==> src/rtl/dnn_mac_seq.sv <==
// Time-multiplexed two-layer DNN: out = W2 * ReLU(W1 * x) on one shared signed MAC.
// Optional macro DNN_OUT_RELU_EN also clamps each output at zero.
module dnn_mac_seq #(
  parameter int N_IN  = 4,
  parameter int N_HID = 4,
  parameter int N_OUT = 2,
  parameter int DW    = 5
) (
  input  logic                      clk,
  input  logic                      rst_n,
  input  logic                      in_valid,
  output logic                      in_ready,
  input  logic [N_IN*DW-1:0]        x,
  input  logic [N_IN*N_HID*DW-1:0]  w1,
  input  logic [N_HID*N_OUT*DW-1:0] w2,
  output logic                      out_valid,
  input  logic                      out_ready,
  output logic [N_OUT*(2*DW+$clog2(N_IN)+DW+$clog2(N_HID))-1:0] out,
  output logic                      busy
);

  localparam int HW   = 2*DW + $clog2(N_IN);
  localparam int OW   = HW + DW + $clog2(N_HID);
  localparam int CMAX = (N_IN > N_HID) ? ((N_IN > N_OUT) ? N_IN : N_OUT)
                                       : ((N_HID > N_OUT) ? N_HID : N_OUT);
  localparam int CW   = $clog2(CMAX + 1);

  typedef enum logic [1:0] {IDLE, L1, L2, DONE} state_t;

  state_t                      state;
  logic [N_IN*DW-1:0]          x_r;
  logic [N_IN*N_HID*DW-1:0]    w1_r;
  logic [N_HID*N_OUT*DW-1:0]   w2_r;
  logic [N_HID*HW-1:0]         hid_r;
  logic signed [OW-1:0]        acc;
  logic [CW-1:0]               cnt_in;
  logic [CW-1:0]               cnt_out;

  logic signed [HW-1:0]        mac_a;
  logic signed [DW-1:0]        mac_b;
  logic signed [HW+DW-1:0]     prod;
  logic signed [OW-1:0]        acc_next;

  // cnt_in walks the fast index (i in L1, h in L2); cnt_out the slow one (h in L1, o in L2).
  always_comb begin
    mac_a = '0;
    mac_b = '0;
    if (state == L2) begin
      mac_a = $signed(hid_r[int'(cnt_in)*HW +: HW]);
      mac_b = $signed(w2_r[(int'(cnt_out)*N_HID + int'(cnt_in))*DW +: DW]);
    end else begin
      mac_a = HW'($signed(x_r[int'(cnt_in)*DW +: DW]));
      mac_b = $signed(w1_r[(int'(cnt_out)*N_IN + int'(cnt_in))*DW +: DW]);
    end
    prod     = (HW+DW)'(mac_a) * (HW+DW)'(mac_b);
    acc_next = acc + OW'(prod);
  end

  always_ff @(posedge clk or negedge rst_n) begin
    if (!rst_n) begin
      state     <= IDLE;
      in_ready  <= 1'b1;
      out_valid <= 1'b0;
      busy      <= 1'b0;
      out       <= '0;
      x_r       <= '0;
      w1_r      <= '0;
      w2_r      <= '0;
      hid_r     <= '0;
      acc       <= '0;
      cnt_in    <= '0;
      cnt_out   <= '0;
    end else begin
      case (state)
        IDLE: begin
          if (in_valid) begin
            x_r      <= x;
            w1_r     <= w1;
            w2_r     <= w2;
            acc      <= '0;
            cnt_in   <= '0;
            cnt_out  <= '0;
            in_ready <= 1'b0;
            busy     <= 1'b1;
            state    <= L1;
          end
        end
        L1: begin
          if (cnt_in == CW'(N_IN-1)) begin
            hid_r[int'(cnt_out)*HW +: HW] <= acc_next[OW-1] ? '0 : acc_next[HW-1:0];
            acc    <= '0;
            cnt_in <= '0;
            if (cnt_out == CW'(N_HID-1)) begin
              cnt_out <= '0;
              state   <= L2;
            end else begin
              cnt_out <= cnt_out + CW'(1);
            end
          end else begin
            acc    <= acc_next;
            cnt_in <= cnt_in + CW'(1);
          end
        end
        L2: begin
          if (cnt_in == CW'(N_HID-1)) begin
`ifdef DNN_OUT_RELU_EN
            out[int'(cnt_out)*OW +: OW] <= acc_next[OW-1] ? '0 : acc_next;
`else
            out[int'(cnt_out)*OW +: OW] <= acc_next;
`endif
            acc    <= '0;
            cnt_in <= '0;
            if (cnt_out == CW'(N_OUT-1)) begin
              cnt_out   <= '0;
              busy      <= 1'b0;
              out_valid <= 1'b1;
              state     <= DONE;
            end else begin
              cnt_out <= cnt_out + CW'(1);
            end
          end else begin
            acc    <= acc_next;
            cnt_in <= cnt_in + CW'(1);
          end
        end
        DONE: begin
          if (out_ready) begin
            out_valid <= 1'b0;
            in_ready  <= 1'b1;
            state     <= IDLE;
          end
        end
        default: state <= IDLE;
      endcase
    end
  end

endmodule

==> config.mk <==
export PLATFORM = sky130hd
export DESIGN_NAME = dnn_mac_seq
export DESIGN_NICKNAME = d
export VERILOG_FILES = /design/src/rtl/dnn_mac_seq.sv
export SDC_FILE = /design/constraint.sdc
export NUM_CORES = 1
export LEC_CHECK = 0
export CORE_ASPECT_RATIO = 0.9
export CORE_MARGIN = 3
export CORE_UTILIZATION = 58
export CTS_BUF_LIST = sky130_fd_sc_hd__clkbuf_8
export DETAILED_ROUTE_END_ITERATION = 7
export PLACE_DENSITY = 0.83
export SETUP_SLACK_MARGIN = 0.2
export SYNTH_ARGS = -nofsm -noshare
export SYNTH_HDL_FRONTEND = slang
export SYNTH_SLANG_ARGS = --single-unit
==> constraint.sdc <==
create_clock -name clk -period 8.8 [get_ports clk]
set_clock_uncertainty 0.2 [all_clocks]
set_input_delay 0.88 -clock clk [delete_from_list [all_inputs] [get_ports clk]]
set_output_delay 0.88 -clock clk [all_outputs]
set_load 0.05 [all_outputs]
# After elaboration in Yosys (flattened, before gate mapping)
# Index checks and enable logic that the tools add are counted.
# W data, S select, Z words.
[classes] add_sub_neg=6 muxes=34 shifts=8 eq_ne=12 bitwise_logic=0 order_cmp=0 n_mul=6 n_reduce_logical=16 n_div=0
[ops] operator="$shiftx A80 B10 Y5" count=1
[ops] operator="$bwmux W48" count=1
[ops] operator="$shift A12 B33 Y48 const A" count=1
[ops] operator="$shiftx A12 B33 Y48" count=1
[ops] operator="$shiftx A48 B8 Y12" count=1
[ops] operator="$shiftx A40 B32 Y5" count=1
[ops] operator="$bwmux W38" count=1
[ops] operator="$mux W19" count=2
[ops] operator="$pmux W19 S2" count=1
[ops] operator="$shift A19 B33 Y38 const A" count=1
[ops] operator="$shiftx A19 B33 Y38" count=1
[ops] operator="$neg A7 Y33" count=1
[ops] operator="$neg A8 Y33" count=1
[ops] operator="$mux W12" count=2
[ops] operator="$shiftx A20 B7 Y5" count=1
[ops] operator="$add A19 B17 Y19" count=1
[ops] operator="$mux W3" count=6
[ops] operator="$mul A12 B5 Y17" count=1
[ops] operator="$mux W2" count=6
[ops] operator="$reduce_and A4 Y1" count=3
[ops] operator="$mul A3 B2 Y5 const B" count=2
[ops] operator="$mul A6 B3 Y9 const B" count=1
[ops] operator="$pmux W3 S3" count=1
[ops] operator="$mul A3 B5 Y8 const B" count=1
[ops] operator="21 further kinds" count=43
[totals] memories=0 ram_bits=0 register_bits=256 wordCells=94 out_inout_bits=41 input_bits=144 mem_bits_ro=0 latchBits=0

# Longest topological paths before layout
[logic_depth] depth_word=9 depth_mapped=28 mapped_depth_nobuf=24

# Worst setup path after synthesis
# No wires, ideal clock.
[synth_path] path_kind="register to register" from="register state[0]" to="register hid_r[28]" path_slack_ns=2.139 n_path_buf=4 stages_incl_launch_ff=28 setup_ns=0.122 arrival_ns=6.339 required_ns=8.478 synth_period_minus_slack_ns=6.661 path_cell_list="dfrtp_1 > inv_1 > ha_1 > buf_2 > buf_6 > mux4_2 > mux4_2 > inv_1 > o22ai_1 > nand2_2 > nor2_1 > fa_1 > inv_1 > fa_1 > inv_1 > fa_1 > inv_1 > fa_1 > inv_1 > ha_1 > a211oi_2 > o31ai_4 > o221ai_2 > a211o_1 > and3_1 > buf_2 > buf_6 > a32o_1"
[synth_between] elab_chain_cells=7 word_cells_on_any_way=10 classes_between="add/sub (1); mul (1); eq/ne (2); shift (1); mux (4); reduce/logical (1)"
[synth_rtl] element="start: declaration" line="30" rtl="state_t state;"
[synth_rtl] element="start signal: assignment" line="61" rtl="state <= IDLE;"
[synth_rtl] element="start signal: assignment" line="85" rtl="state <= L1;"
[synth_rtl] element="start signal: assignment" line="95" rtl="state <= L2;"
[synth_rtl] element="$eq A2 B2 Y1" line="48" rtl="if (state == L2) begin"
[synth_rtl] element="$mux W12 / $mux W5 (equally long branches)" line="48"
[synth_rtl] element="$mul A12 B5 Y17" line="55" rtl="prod = (HW+DW)'(mac_a) * (HW+DW)'(mac_b);"
[synth_rtl] element="$add A19 B17 Y19" line="56" rtl="acc_next = acc + OW'(prod);"
[synth_rtl] element="$mux W12" line="90" rtl="hid_r[int'(cnt_out)*HW +: HW] <= acc_next[OW-1] ? '0 : acc_next[HW-1:0];"
[synth_rtl] element="$shiftx A12 B33 Y48" line="90"
[synth_rtl] element="$bwmux W48" line="90"
[synth_rtl] element="end signal: indexed assignment" line="90"
[synth_rtl] element="end: declaration" line="34" rtl="logic [N_HID*HW-1:0] hid_r;"
# Several ways; a longest one is shown, not always the timed one.
# A chain may end at the register's enable or synchronous reset.

# Final worst setup path
[layout_path] from="register state[0]" to="register hid_r[8]"
# The elaborated chain is that of the path after synthesis.

==> key figures <==
STA
  – Crit path time final: 8.11 ns
  – Headroom to the max-slew limit: 0.323
  – RSZ-0062 raised after global routing: false
  – Max Slew Vio Count: 0
  – Fin Setup TNS: 0 ns
  – Worst-Margin Slew: 1.02 ns
  – Setup Viol. Count Final: 0
  – Fin. Hold Viols: 0
  – Fin crit share: 0.921
  – Fmax achieved: 123 MHz

Global route
  – Initial antenna violation count: 0
  – GR Overflow Total: 0
  – First-pass GRT wire length: 65100 um
  – Tot GR Track Use: 0.303
  – Vias in the first global route: 11600
  – Largest net degree at the start of global routing: 119

Clock tree
  – Postcts setup bufs: 0
  – Clock-pin slew on the worst setup and hold paths: 0.07 ns
  – Clock Latency Late Sink: 0.56 ns
  – Post-CTS sizing: 0
  – CTS root buf: clkbuf_8
  – H-tree levels: 2
  – Clock buffer depth: 3
  – Clock sinks: 256
  – Total CTS buffers: 43
  – CTS tree: done
  – CTS Hold Buffers Added: 0

Worst setup path
  – Worst r2r src: state[0]
  – CP arrival: 8.36 ns
  – Worst Setup Start Kind: flop
  – CP Class: flop to flop
  – Worst endpoint required time: 9.06 ns
  – Max FO, Critical Path: 23
  – CP endpoint kind: flop
  – Critical Path Start: state[0]

Outcome
  – Status: completed

Die
  – Core area: 0.0253 mm2
  – Initial Util: 0.591
  – Die Wd: 175 um
  – Die area: 0.0277 mm2
  – DIE HEIGHT: 158 um
  – I/O Pins: 185
  – Num rows: 55

Routing
  – First DRT Iteration DRCs: 937
  – Post-Route WL: 41700 um
  – DR WL/cell: 23.1 um
  – Via density: 6.11
  – Post-route ant nets: 0
  – Initial DRT Pass Iterations: 5
  – Drt drc: 0
  – Routed via count: 11100

Cells and area
  – Reg area: 0.00641 mm2
  – Share of cells above drive strength 1: 0.219
  – Filler cells: 1755
  – Area grow syn2layout: 20.7%
  – Nets: 1695
  – Ant diodes: 0
  – Multi-input logic area: 0.00800 mm2

Yosys
  – Unique cell type count in the Yosys netlist: 71
  – Synth Flop Type: dfrtp_1
  – Post-synth EDFFs: 0
  – Seq cells post-synth: 256
  – Netlist area before placement: 0.0149 mm2
  – Seq/Total Area, Yosys: 0.429
  – Synth Instances: 1251
  – Synth warnings: 0
  – Post-Syn Nets: 1514
  – Synth async-reset ratio: 1.00
  – Syn Area/Cell: 11.9 um2

Placed design
  – Post-detail-place hpwl: 31000 um
  – Port Buffers: 184
  – GPL Wtd Cong: 0.966

Worst hold path
  – HP Class: primary input to asynchronous set/reset pin

Flow run
  – Max_cap viols: 0
-- state kept, by name (all words and copies together), names as in the netlist --
register and flops:
in_ready 1, busy 1, cnt_in 3, acc 19, out 38, w2_r 40, w1_r 80, state 2
hid_r 48, cnt_out 3, x_r 20, out_valid 1
-- synthesized netlist by cell type (8+ instances only) --
library cell    n  area share
o21ai_0        64       0.021
a21oi_1        34       0.011
fa_1           61       0.082
and3_1         19      0.0080
inv_1          61       0.015
a22o_1         13      0.0076
mux2_2        155        0.12
ha_1           58       0.049
clkbuf_1       39      0.0098
nand3_1        30       0.010
dfrtp_1       255        0.43
mux2i_1        13      0.0087
nor2_1         71       0.018
mux4_2         52       0.078
xnor2_1        16      0.0094
nand2_1       126       0.032
nor3_1          9      0.0030
a32o_1         11      0.0074
a221o_1         8      0.0054
xor2_1         13      0.0076
buf_1          10      0.0025
buf_2          12      0.0040
o31ai_1        11      0.0055
o22ai_1         8      0.0034
-- metrics by stage --
| step | std cells | utilization | setup slack (ns) | area (um2) | hold slack (ns) |
|---|---|---|---|---|---|
| 6_report | 1809 | 0.714 | 0.694 | 18000 | 0.175 |
| 3_3_place_gp | 1729 | 0.676 | 1.04 | 17100 | 0.257 |
| 3_5_place_dp | 1729 | 0.676 | 0.786 | 17100 | 0.263 |
| 2_1_floorplan | 1251 | - | 2.14 | 14900 | 0.243 |
| 4_1_cts | 1809 | 0.714 | 0.746 | 18000 | 0.232 |
| 5_1_grt | 1809 | 0.714 | 0.263 | 18000 | 0.254 |
-- cell type report --
cell class              count  share of cell area
repair buffers            203               0.110
clock inverters            20             0.00770
clock buffers              60              0.0458
multi-input cells         865               0.444
flip-flops and latches    256               0.355
well taps                 342              0.0237
inverters                  63              0.0131
-- path summary, 6_finish.rpt --
check,endpoint,slack [ns],cells past startpoint
worst max-delay path,hid_r[8],0.69,23
worst min-delay path,w1_r[66],0.18,1
worst max register to register,hid_r[8],0.69,23
worst min register to register,out[22],0.28,2
max in group asynchronous,cnt_in[0],6.70,2
min in group clk,out[22],0.28,2
-- layout by cell type, fill, tap and decap left out, types with 9 or more instances in the layout --
cell type        instances
a21oi_1                 34
a22o_1                  13
a32o_1                  11
and3_1                  19
buf_4                   19
clkbuf_8                60
clkdlybuf4s50_1        183
dfrtp_1                254
fa_1                    61
ha_1                    57
inv_1                   75
mux2_2                 155
mux2i_1                 13
mux4_2                  52
nand2_1                125
nand3_1                 30
nor2_1                  71
nor3_1                   9
o21ai_0                 63
o31ai_1                 11
xnor2_1                 16
xor2_1                  13
-- worst max-delay path, stage by stage, from the launching register on --
cell and delay [ns]:
dfrtp_1 0.42, inv_1 0.10, ha_2 0.72, buf_4 0.34, mux4_2 0.53, mux4_2 0.53, inv_1 0.08, o22ai_1 0.12
nand2_2 0.24, nor2_1 0.10, fa_1 0.51, fa_1 0.55, inv_1 0.06, fa_1 0.53, inv_1 0.05, ha_1 0.29
ha_1 0.43, nand2_2 0.10, o31ai_4 0.43, o221ai_2 0.17, o211ai_1 0.34, and3_1 0.78, nand2_1 0.16, o221ai_1 0.23
-- kinds of logic after synthesis --
| kind of cell | synth area share |
|---|---|
| adders and majority gates | 0.130 |
| DFF | 0.429 |
| and+or+nand+nor | 0.0938 |
| AOI/OAI and AO/OA | 0.0880 |
| muxes | 0.204 |
| xor gates and xnor gates | 0.0189 |
| buffers and inverters | 0.0359 |
-- per-layer routing --
layer  global-route usage  part of all wire
met2                0.471              0.47
met5                    0                 0
met4                0.104             0.032
met1                0.419              0.42
met3               0.0820             0.078
Power is left out: the tool's default activity adds up to more than one toggle a clock period on the data nets, which glitch-free logic cannot reach.
